===== src/rtl/multi_cycle_control.sv =====
// Main-control FSM for the multi-cycle datapath: sequences one instruction
// over a shared ALU and a unified memory port with a req/ready watchdog.
module multi_cycle_control #(
  parameter int TIMEOUT = 15
) (
  input  logic       clk,
  input  logic       rst_n,
  input  logic [5:0] opcode,
  input  logic       mem_ready,
  input  logic       zero,
  output logic       mem_req,
  output logic       mem_we,
  output logic       iord,
  output logic       ir_write,
  output logic       pc_write,
  output logic       pc_write_cond,
  output logic [1:0] pc_src,
  output logic       alu_src_a,
  output logic [1:0] alu_src_b,
  output logic [3:0] aluOp,
  output logic       reg_dst,
  output logic       mem_to_reg,
  output logic       reg_write,
  output logic       illegal_op,
  output logic       bus_err
);

  localparam logic [3:0] S_FETCH  = 4'd0;
  localparam logic [3:0] S_DECODE = 4'd1;
  localparam logic [3:0] S_MEMADR = 4'd2;
  localparam logic [3:0] S_MEMRD  = 4'd3;
  localparam logic [3:0] S_MEMWB  = 4'd4;
  localparam logic [3:0] S_MEMWR  = 4'd5;
  localparam logic [3:0] S_REXE   = 4'd6;
  localparam logic [3:0] S_RWB    = 4'd7;
  localparam logic [3:0] S_IEXE   = 4'd8;
  localparam logic [3:0] S_IWB    = 4'd9;
  localparam logic [3:0] S_BRANCH = 4'd10;
  localparam logic [3:0] S_JUMP   = 4'd11;

  localparam logic [5:0] OP_R    = 6'b000000;
  localparam logic [5:0] OP_LW   = 6'b100011;
  localparam logic [5:0] OP_SW   = 6'b101011;
  localparam logic [5:0] OP_BEQ  = 6'b000100;
  localparam logic [5:0] OP_J    = 6'b000010;
  localparam logic [5:0] OP_ADDI = 6'b001000;
  localparam logic [5:0] OP_SLTI = 6'b001010;
  localparam logic [5:0] OP_ANDI = 6'b001100;
  localparam logic [5:0] OP_ORI  = 6'b001101;

  localparam logic [7:0] WAIT_LAST = 8'(TIMEOUT - 1);

  logic [3:0] state, state_nx;
  logic [3:0] iop, iop_nx;
  logic [7:0] wait_cnt, wait_nx;
  logic       waiting, timeout, illegal;
  logic       unused_zero;

  // zero only matters to the datapath's pc_write_cond gating
  assign unused_zero = zero;

  assign waiting = (state == S_FETCH) ||
                   (state == S_MEMRD) ||
                   (state == S_MEMWR);
  assign timeout = waiting && !mem_ready &&
                   (wait_cnt >= WAIT_LAST);

  always_comb begin
    state_nx = state;
    iop_nx   = iop;
    illegal  = 1'b0;
    unique case (state)
      S_FETCH:
        if (mem_ready) state_nx = S_DECODE;
        else if (timeout) state_nx = S_FETCH;
      S_DECODE: begin
        state_nx = S_FETCH;
        case (opcode)
          OP_R:    state_nx = S_REXE;
          OP_LW:   state_nx = S_MEMADR;
          OP_SW:   state_nx = S_MEMADR;
          OP_BEQ:  state_nx = S_BRANCH;
          OP_J:    state_nx = S_JUMP;
          OP_ADDI: begin
            state_nx = S_IEXE;
            iop_nx   = 4'b1000;
          end
          OP_SLTI: begin
            state_nx = S_IEXE;
            iop_nx   = 4'b1010;
          end
          OP_ANDI: begin
            state_nx = S_IEXE;
            iop_nx   = 4'b1100;
          end
          OP_ORI: begin
            state_nx = S_IEXE;
            iop_nx   = 4'b1101;
          end
          default: illegal = 1'b1;
        endcase
      end
      S_MEMADR:
        state_nx = (opcode == OP_LW) ? S_MEMRD : S_MEMWR;
      S_MEMRD:
        if (mem_ready) state_nx = S_MEMWB;
        else if (timeout) state_nx = S_FETCH;
      S_MEMWR:
        if (mem_ready || timeout) state_nx = S_FETCH;
      S_REXE:  state_nx = S_RWB;
      S_IEXE:  state_nx = S_IWB;
      default: state_nx = S_FETCH;
    endcase
  end

  // leaving a wait state (done or aborted) clears the watchdog
  assign wait_nx = (waiting && !mem_ready && !timeout) ?
                   wait_cnt + 8'd1 : 8'd0;

  always_ff @(posedge clk or negedge rst_n) begin
    if (!rst_n) begin
      state    <= S_FETCH;
      iop      <= 4'b0000;
      wait_cnt <= 8'd0;
    end else begin
      state    <= state_nx;
      iop      <= iop_nx;
      wait_cnt <= wait_nx;
    end
  end

  always_comb begin
    mem_req       = 1'b0;
    mem_we        = 1'b0;
    iord          = 1'b0;
    ir_write      = 1'b0;
    pc_write      = 1'b0;
    pc_write_cond = 1'b0;
    pc_src        = 2'b00;
    alu_src_a     = 1'b0;
    alu_src_b     = 2'b00;
    aluOp         = 4'b0000;
    reg_dst       = 1'b0;
    mem_to_reg    = 1'b0;
    reg_write     = 1'b0;
    illegal_op    = 1'b0;
    bus_err       = timeout;
    unique case (state)
      S_FETCH: begin
        mem_req   = 1'b1;
        alu_src_b = 2'b01;
        ir_write  = mem_ready;
        pc_write  = mem_ready;
      end
      S_DECODE: begin
        alu_src_b  = 2'b11;
        illegal_op = illegal;
      end
      S_MEMADR: begin
        alu_src_a = 1'b1;
        alu_src_b = 2'b10;
      end
      S_MEMRD: begin
        mem_req = 1'b1;
        iord    = 1'b1;
      end
      S_MEMWB: begin
        mem_to_reg = 1'b1;
        reg_write  = 1'b1;
      end
      S_MEMWR: begin
        mem_req = 1'b1;
        mem_we  = 1'b1;
        iord    = 1'b1;
      end
      S_REXE: begin
        alu_src_a = 1'b1;
        aluOp     = 4'b0010;
      end
      S_RWB: begin
        reg_dst   = 1'b1;
        reg_write = 1'b1;
      end
      S_IEXE: begin
        alu_src_a = 1'b1;
        alu_src_b = 2'b10;
        aluOp     = iop;
      end
      S_IWB:
        reg_write = 1'b1;
      S_BRANCH: begin
        alu_src_a     = 1'b1;
        aluOp         = 4'b0001;
        pc_write_cond = 1'b1;
        pc_src        = 2'b01;
      end
      S_JUMP: begin
        pc_write = 1'b1;
        pc_src   = 2'b10;
      end
      default: ;
    endcase
    // everything quiet while held in reset
    if (!rst_n) begin
      mem_req       = 1'b0;
      mem_we        = 1'b0;
      iord          = 1'b0;
      ir_write      = 1'b0;
      pc_write      = 1'b0;
      pc_write_cond = 1'b0;
      pc_src        = 2'b00;
      alu_src_a     = 1'b0;
      alu_src_b     = 2'b00;
      aluOp         = 4'b0000;
      reg_dst       = 1'b0;
      mem_to_reg    = 1'b0;
      reg_write     = 1'b0;
      illegal_op    = 1'b0;
      bus_err       = 1'b0;
    end
  end

endmodule


===== config.mk =====
export PLATFORM = sky130hd
export DESIGN_NAME = multi_cycle_control
export DESIGN_NICKNAME = d
export VERILOG_FILES = /design/src/rtl/multi_cycle_control.sv
export SDC_FILE = /design/constraint.sdc
export NUM_CORES = 1
export LEC_CHECK = 0
export ABC_CLOCK_PERIOD_IN_PS = 3200
export CORE_MARGIN = 3
export CORE_UTILIZATION = 36
export DETAILED_ROUTE_END_ITERATION = 16
export DONT_BUFFER_PORTS = 1
export GPL_TIMING_DRIVEN = 0
export PLACE_DENSITY = 0.48
export SYNTH_ARGS = -nofsm -noshare
export SYNTH_HDL_FRONTEND = slang
export SYNTH_SLANG_ARGS = --single-unit

===== constraint.sdc =====
create_clock -name clk -period 3.2 [get_ports clk]
set_input_delay 0.48 -clock clk [delete_from_list [all_inputs] [get_ports clk]]
set_output_delay 0.48 -clock clk [all_outputs]
set_load 0.02 [all_outputs]

Yosys cells after proc, flatten, opt, wreduce, memory -nomap -nowiden --
Index checks and enable logic that the tools add are counted.
Word-level totals: register bits after elaboration 16, bits of input ports 10, output and inout port bits 20, word-level logic and storage cells 84
Cells by class: add/sub/neg operators 1, magnitude comparators 1, equal/unequal tests 20, mux-type cells 39, reduce and logical (&&, ||, !) cells 20
Operator list (count):
- $pmux W4 S7 | 1
- $eq A6 B4 Y1 const B | 4
- $mux W1 | 23
- $mux W4 | 5
- $pmux W4 S5 | 1
- $eq A4 B3 Y1 const B | 4
- $eq A4 B4 Y1 const B | 4
- $pmux W4 S4 | 1
- $eq A6 B6 Y1 const B | 2
- $pmux W4 S3 | 1
- $reduce_or A9 Y1 | 1
- $add A8 B1 Y8 const B | 1
- $eq A4 B2 Y1 const B | 2
- $ge A8 B4 Y1 const B | 1
- $mux W8 | 1
- $reduce_or A4 Y1 | 2
- $eq A6 B2 Y1 const B | 1
- $eq A6 B3 Y1 const B | 1
- $logic_not A6 Y1 | 1
- $pmux W2 S3 | 1
- $reduce_or A2 Y1 | 3
- $reduce_or A3 Y1 | 2
- $eq A4 B1 Y1 const B | 1
- $logic_not A4 Y1 | 1
- other kinds (10) | 16

Logic depth before layout (Yosys ltp) --
depth in word-level cells 8, gate-level depth with buffers 6, mapped depth without buffers 6

Least setup slack after synthesis --
Ideal clock, no wire load.
path kind input -> output, start point in opcode[0], end point out illegal_op, arrival 1672 ps, required time 2720 ps, slack 1048 ps, stages on the path 5, buffers on the path 1, path through buf_2 > and4b_1 > a21oi_1 > nor2_1 > nor4_1
Between the ends: longest elaborated chain between the ends 5, elaborated cells on any way between the ends 13, classes of those cells eq/ne: 8; mux: 3; reduce/logical: 2
RTL lines:
- start, declared | RTL line 8 | input logic [5:0] opcode,
- $eq A6 B6 Y1, or another cell as far along | RTL line 78 | case (opcode)
- $reduce_or A9 Y1 (no line) *
- $mux W1 * | RTL line 78
- $mux W1 * | RTL line 148 | unique case (state)
- $mux W1 * | RTL line 204 | if (!rst_n) begin
- end, declared | RTL line 24 | output logic illegal_op,
Mark *: on every way between the ends. The rest lies on a longest branch, timed or not.

Final worst setup path --
start point reg state[0], end point out alu_src_b[1]
Between the ends: longest elaborated chain between the ends 4, elaborated cells on any way between the ends 7, classes of those cells eq/ne: 3; mux: 2; reduce/logical: 2
RTL lines:
- start, declared | RTL line 53 | logic [3:0] state, state_nx;
- start signal, assigned | RTL line 126 | state <= state_nx;
- $eq A4 B4 Y1 / $eq A4 B2 Y1 (equally long branches) | RTL line 148
- $reduce_or A2 Y1 (no line)
- $pmux W2 S3 * | RTL line 148
- $mux W2 * | RTL line 204
- end, declared | RTL line 19 | output logic [1:0] alu_src_b,
Marks and branches as above.

==> summary by stage <==
Status
The run finished with clean final reports.

Floorplan
The initial utilization of the core area, before any placement, comes to between 30% and 40%. From bottom edge to top edge, the die measures between 60 and 70 µm. The width of the die is roughly 63 µm. After floorplanning, the core was divided into 19 placement rows.

The placeable core area is ~2900 µm². The full die area is between 3000 and 4000 µm². The boundary pin count is 30.

Clock network
The number of clock buffers added by TritonCTS is 3. The quantity of hold-fixing buffers added after cts is 1. The root cell of the clock tree is sky130_fd_sc_hd__clkbuf_4.

The count of buffers added by post-CTS timing repair for setup is 0. CTS built an H-tree with a depth of 1. The number of gates resized after CTS is 0. TritonCTS built the clock tree. The clock-pin slew on the worst setup and hold paths is about 0.09 ns.

The clock tree buffer depth is 2. CTS saw 16 sinks. The clock reaches the later pin of the worst-skew pair after between 0.2 and 0.3 ns.

Power and ir drop
Summed over all nets, the switching power comes to 298.9 µW. The internal portion of the total power is ~400 µW. The proportion of power drawn by combinational gates is a little under half. In this run, flip-flops and latches consume a little over a third of the power. VDD sags by at most 0.0003296 V.

The areal power density over the cells is ~560 nW/µm². Of the total power, the clock network draws between 10% and 20%. Overall power consumption after layout is estimated at approximately 700 µW. For this design the static power due to leakage is slightly above 0.0005 µW.

The switching portion of total power is 42.73%.

Placement
The wire-length estimate of the detail-placed layout is 2.245 mm. After detailed placement, the total cell area comes to around 1200 µm². The final weighted congestion in routability-driven placement is ~0.76. At the placement stage, the worst setup path has a slack of 0.9203 ns. Input and output buffers added on the ports amount to 0.

STA
The achievable frequency is about 0.4 GHz. The final setup violation count is 0. The slew at the pin with the worst max-slew slack is a little under 0.9 ns. Setup repair after global routing left no endpoint under its margin.

The final count of pins violating max slew came to 0. The final hold violation count came to 0. The worst max-slew margin expressed relative to the limit is between 40% and 50%. After layout, the worst path uses just under 80% of the clock period.

The setup skew after layout is a little under 0.0004 ns. The sum of negative setup slack is 0 ns. The routed design could run at a clock period as short as 2.465 ns. The worst path meets setup with between 0.7 and 0.8 ns of slack. The final hold slack is 0.2868 ns.

Synth
The mean area per synthesized cell is slightly above 8 µm². For this run, the leading register cell type out of synthesis is sky130_fd_sc_hd__dfrtp_1. Synthesis handed over a netlist of around 140 instances.

The number of distinct standard cells referenced by the synthesized netlist is 48. The post-synthesis instance area is around 1200 µm². The synthesized design contains 16 register bits. Sequential elements use 34.78% of the synthesized area.

The number of flops mapped to enable cells by yosys is 0. The yosys synthesis warning count is 0. The fraction of registers with async set or reset after synthesis is 100.0%.

Drt
In the routed layout, each cell is associated on average with a via count of about 5.5. Summing over every cut layer, the via total after detailed routing is ~1,000. The post-detailed-route wirelength per cell is 15.40 µm. The first-pass detailed-route iteration total is 4. The count of antenna-violating nets left after detailed routing is 0. The number of DRC violations after detailed-routing iteration 0 is 50. The total wire length after detailed routing is 2.896 mm. The number of DRC violations after detailed routing is 0.

Layout
Leaving out fill and tap cells, the most frequent cells in the layout are 19 x sky130_fd_sc_hd__nor2_1, 17 x sky130_fd_sc_hd__nand2_1, 16 x sky130_fd_sc_hd__dfrtp_1. The relative area change from synthesis to final layout is 9.239%. Leaving out fill and tap cells, the most frequent cell in the layout is sky130_fd_sc_hd__nor2_1. The repair_antennas step left the layout with diodes totalling 0. After filler insertion, the fill cell instance count of the layout stands at about 330. Once layout is done, the placed cells without fillers occupy 1257 µm². The net count of the finished layout is roughly 160. The post-route netlist has between 10% and 20% of its cells at a drive strength greater than 1.

Setup path
Data on the critical path arrives at its endpoint at 1.98 ns. The endpoint class of the critical path is an output pin. The top fanout value on the critical path is 10.

The critical path launch point type is a flip-flop. STA puts the critical path data required time at ~2.7 ns. The startpoint-to-endpoint class of the critical path is reg -> out.

Global route
The total overflow left after global routing is 0. Entering global routing, the biggest net connects 17 pins. The first global-routing pass estimated around 5.0 mm of wire. The number of global-route vias before repair came to about 1,000. The number of antenna violations at the first check in global routing came to 0. Global routing used between 10% and 20% of the available tracks across all layers.

Hold path
In this run the worst hold path is classified as in -> reg.

Run
The tool flagged a number of max-cap violations equal to 0.
power by group through the flow:
stage | clock (µW) | combinational (µW) | sequential [µW]
after floorplan | 0 | 261 | 245
after global placement | 0 | 319 | 252
after detailed placement | 0 | 318 | 252
after CTS | 139 | 324 | 248
after global routing | 150 | 358 | 251
final | 130 | 321 | 248
per-layer routing:
| layer | part of all wire (%) | GRT usage, % | vias up |
|---|---|---|---|
| li1 | - | - | 512 |
| met1 | 49 | 21.82 | 485 |
| met2 | 45 | 23.97 | 26 |
| met3 | 5.7 | 4.856 | 2 |
| met4 | 0.48 | 1.653 | 0 |
| met5 | 0 | 0 | - |
state kept, by name, summed over array words and instances, names as in the netlist:
register / cells
wait_cnt: 8
state: 4
iop: 4
final timing paths:
| path | from | end | slack [ns] | depth (start not counted) |
|---|---|---|---|---|
| min | mem_ready | state[2] | 0.29 | 1 |
| min reg2reg | wait_cnt[0] | wait_cnt[0] | 0.49 | 1 |
| max in group asynchronous | rst_n | iop[1] | 2.05 | 1 |
| max | state[0] | alu_src_b[1] | 0.74 | 5 |
| max reg2reg | wait_cnt[0] | wait_cnt[4] | 1.69 | 6 |
| min in group asynchronous | rst_n | wait_cnt[2] | 0.69 | 1 |
per-stage QoR:
stage	std cells	util, %
floorplan	141	-
global placement	183	41.76
detailed placement	183	41.76
CTS	188	43.36
global route	188	43.36
finish	188	43.36
logic make-up (layout without fill, tap and decap cells):
| family | Yosys count | after routing | share of synthesized area, % |
|---|---|---|---|
| adders and majority gates | 2 | 2 | 2.174 |
| and+or+nand+nor | 72 | 72 | 33.91 |
| buffers and inverters | 13 | 18 | 5.434 |
| xor gates and xnor gates | 5 | 5 | 3.804 |
| DFF | 16 | 16 | 34.78 |
| other | 1 | 3 | 0.3258 |
| AOI/OAI and AO/OA | 29 | 29 | 18.70 |
| muxes | 1 | 1 | 0.8696 |
worst max-delay path, stage by stage, from the launching register on:
cell	delay, ns
sky130_fd_sc_hd__dfrtp_1	0.43
sky130_fd_sc_hd__buf_2	0.20
sky130_fd_sc_hd__nand2b_1	0.26
sky130_fd_sc_hd__a21oi_1	0.18
sky130_fd_sc_hd__a21oi_1	0.06
sky130_fd_sc_hd__nor3b_1	0.58
synthesized netlist by cell type, types with 2 or more instances:
library cell               count  area (µm²)
sky130_fd_sc_hd__xor2_1        4       35.03
sky130_fd_sc_hd__inv_1         4       15.01
sky130_fd_sc_hd__buf_4         3       22.52
sky130_fd_sc_hd__and4_1        4       35.03
sky130_fd_sc_hd__ha_1          2       25.02
sky130_fd_sc_hd__clkbuf_1      3       11.26
sky130_fd_sc_hd__nor2_1       19       71.32
sky130_fd_sc_hd__o21ai_0       2       10.01
sky130_fd_sc_hd__a22o_1        2       17.52
sky130_fd_sc_hd__o31ai_1       3       22.52
sky130_fd_sc_hd__nor3_1        3       15.01
sky130_fd_sc_hd__dfrtp_1      16       400.4
sky130_fd_sc_hd__a21boi_0      2       15.01
sky130_fd_sc_hd__a21oi_1       8       40.04
sky130_fd_sc_hd__nor3b_1       2       15.01
sky130_fd_sc_hd__nand3_1       5       25.02
sky130_fd_sc_hd__nor4_1        3       18.77
sky130_fd_sc_hd__or2_2         2       12.51
sky130_fd_sc_hd__buf_2         2       10.01
sky130_fd_sc_hd__and4b_1       2       20.02
sky130_fd_sc_hd__nand2b_1      5       31.28
sky130_fd_sc_hd__nand2_1      17       63.81
layout make-up:
cell class	count	area [µm²]	area share [%]
plain buffers	8	43.79	3.483
clock buffers	4	36.28	2.886
inverters	5	18.77	1.493
multi-input cells	112	695.7	55.32
flip-flops and latches	16	400.4	31.84
well taps	42	52.55	4.179
repair buffers	1	10.01	0.7960
Power figures use the tool's default switching activity.
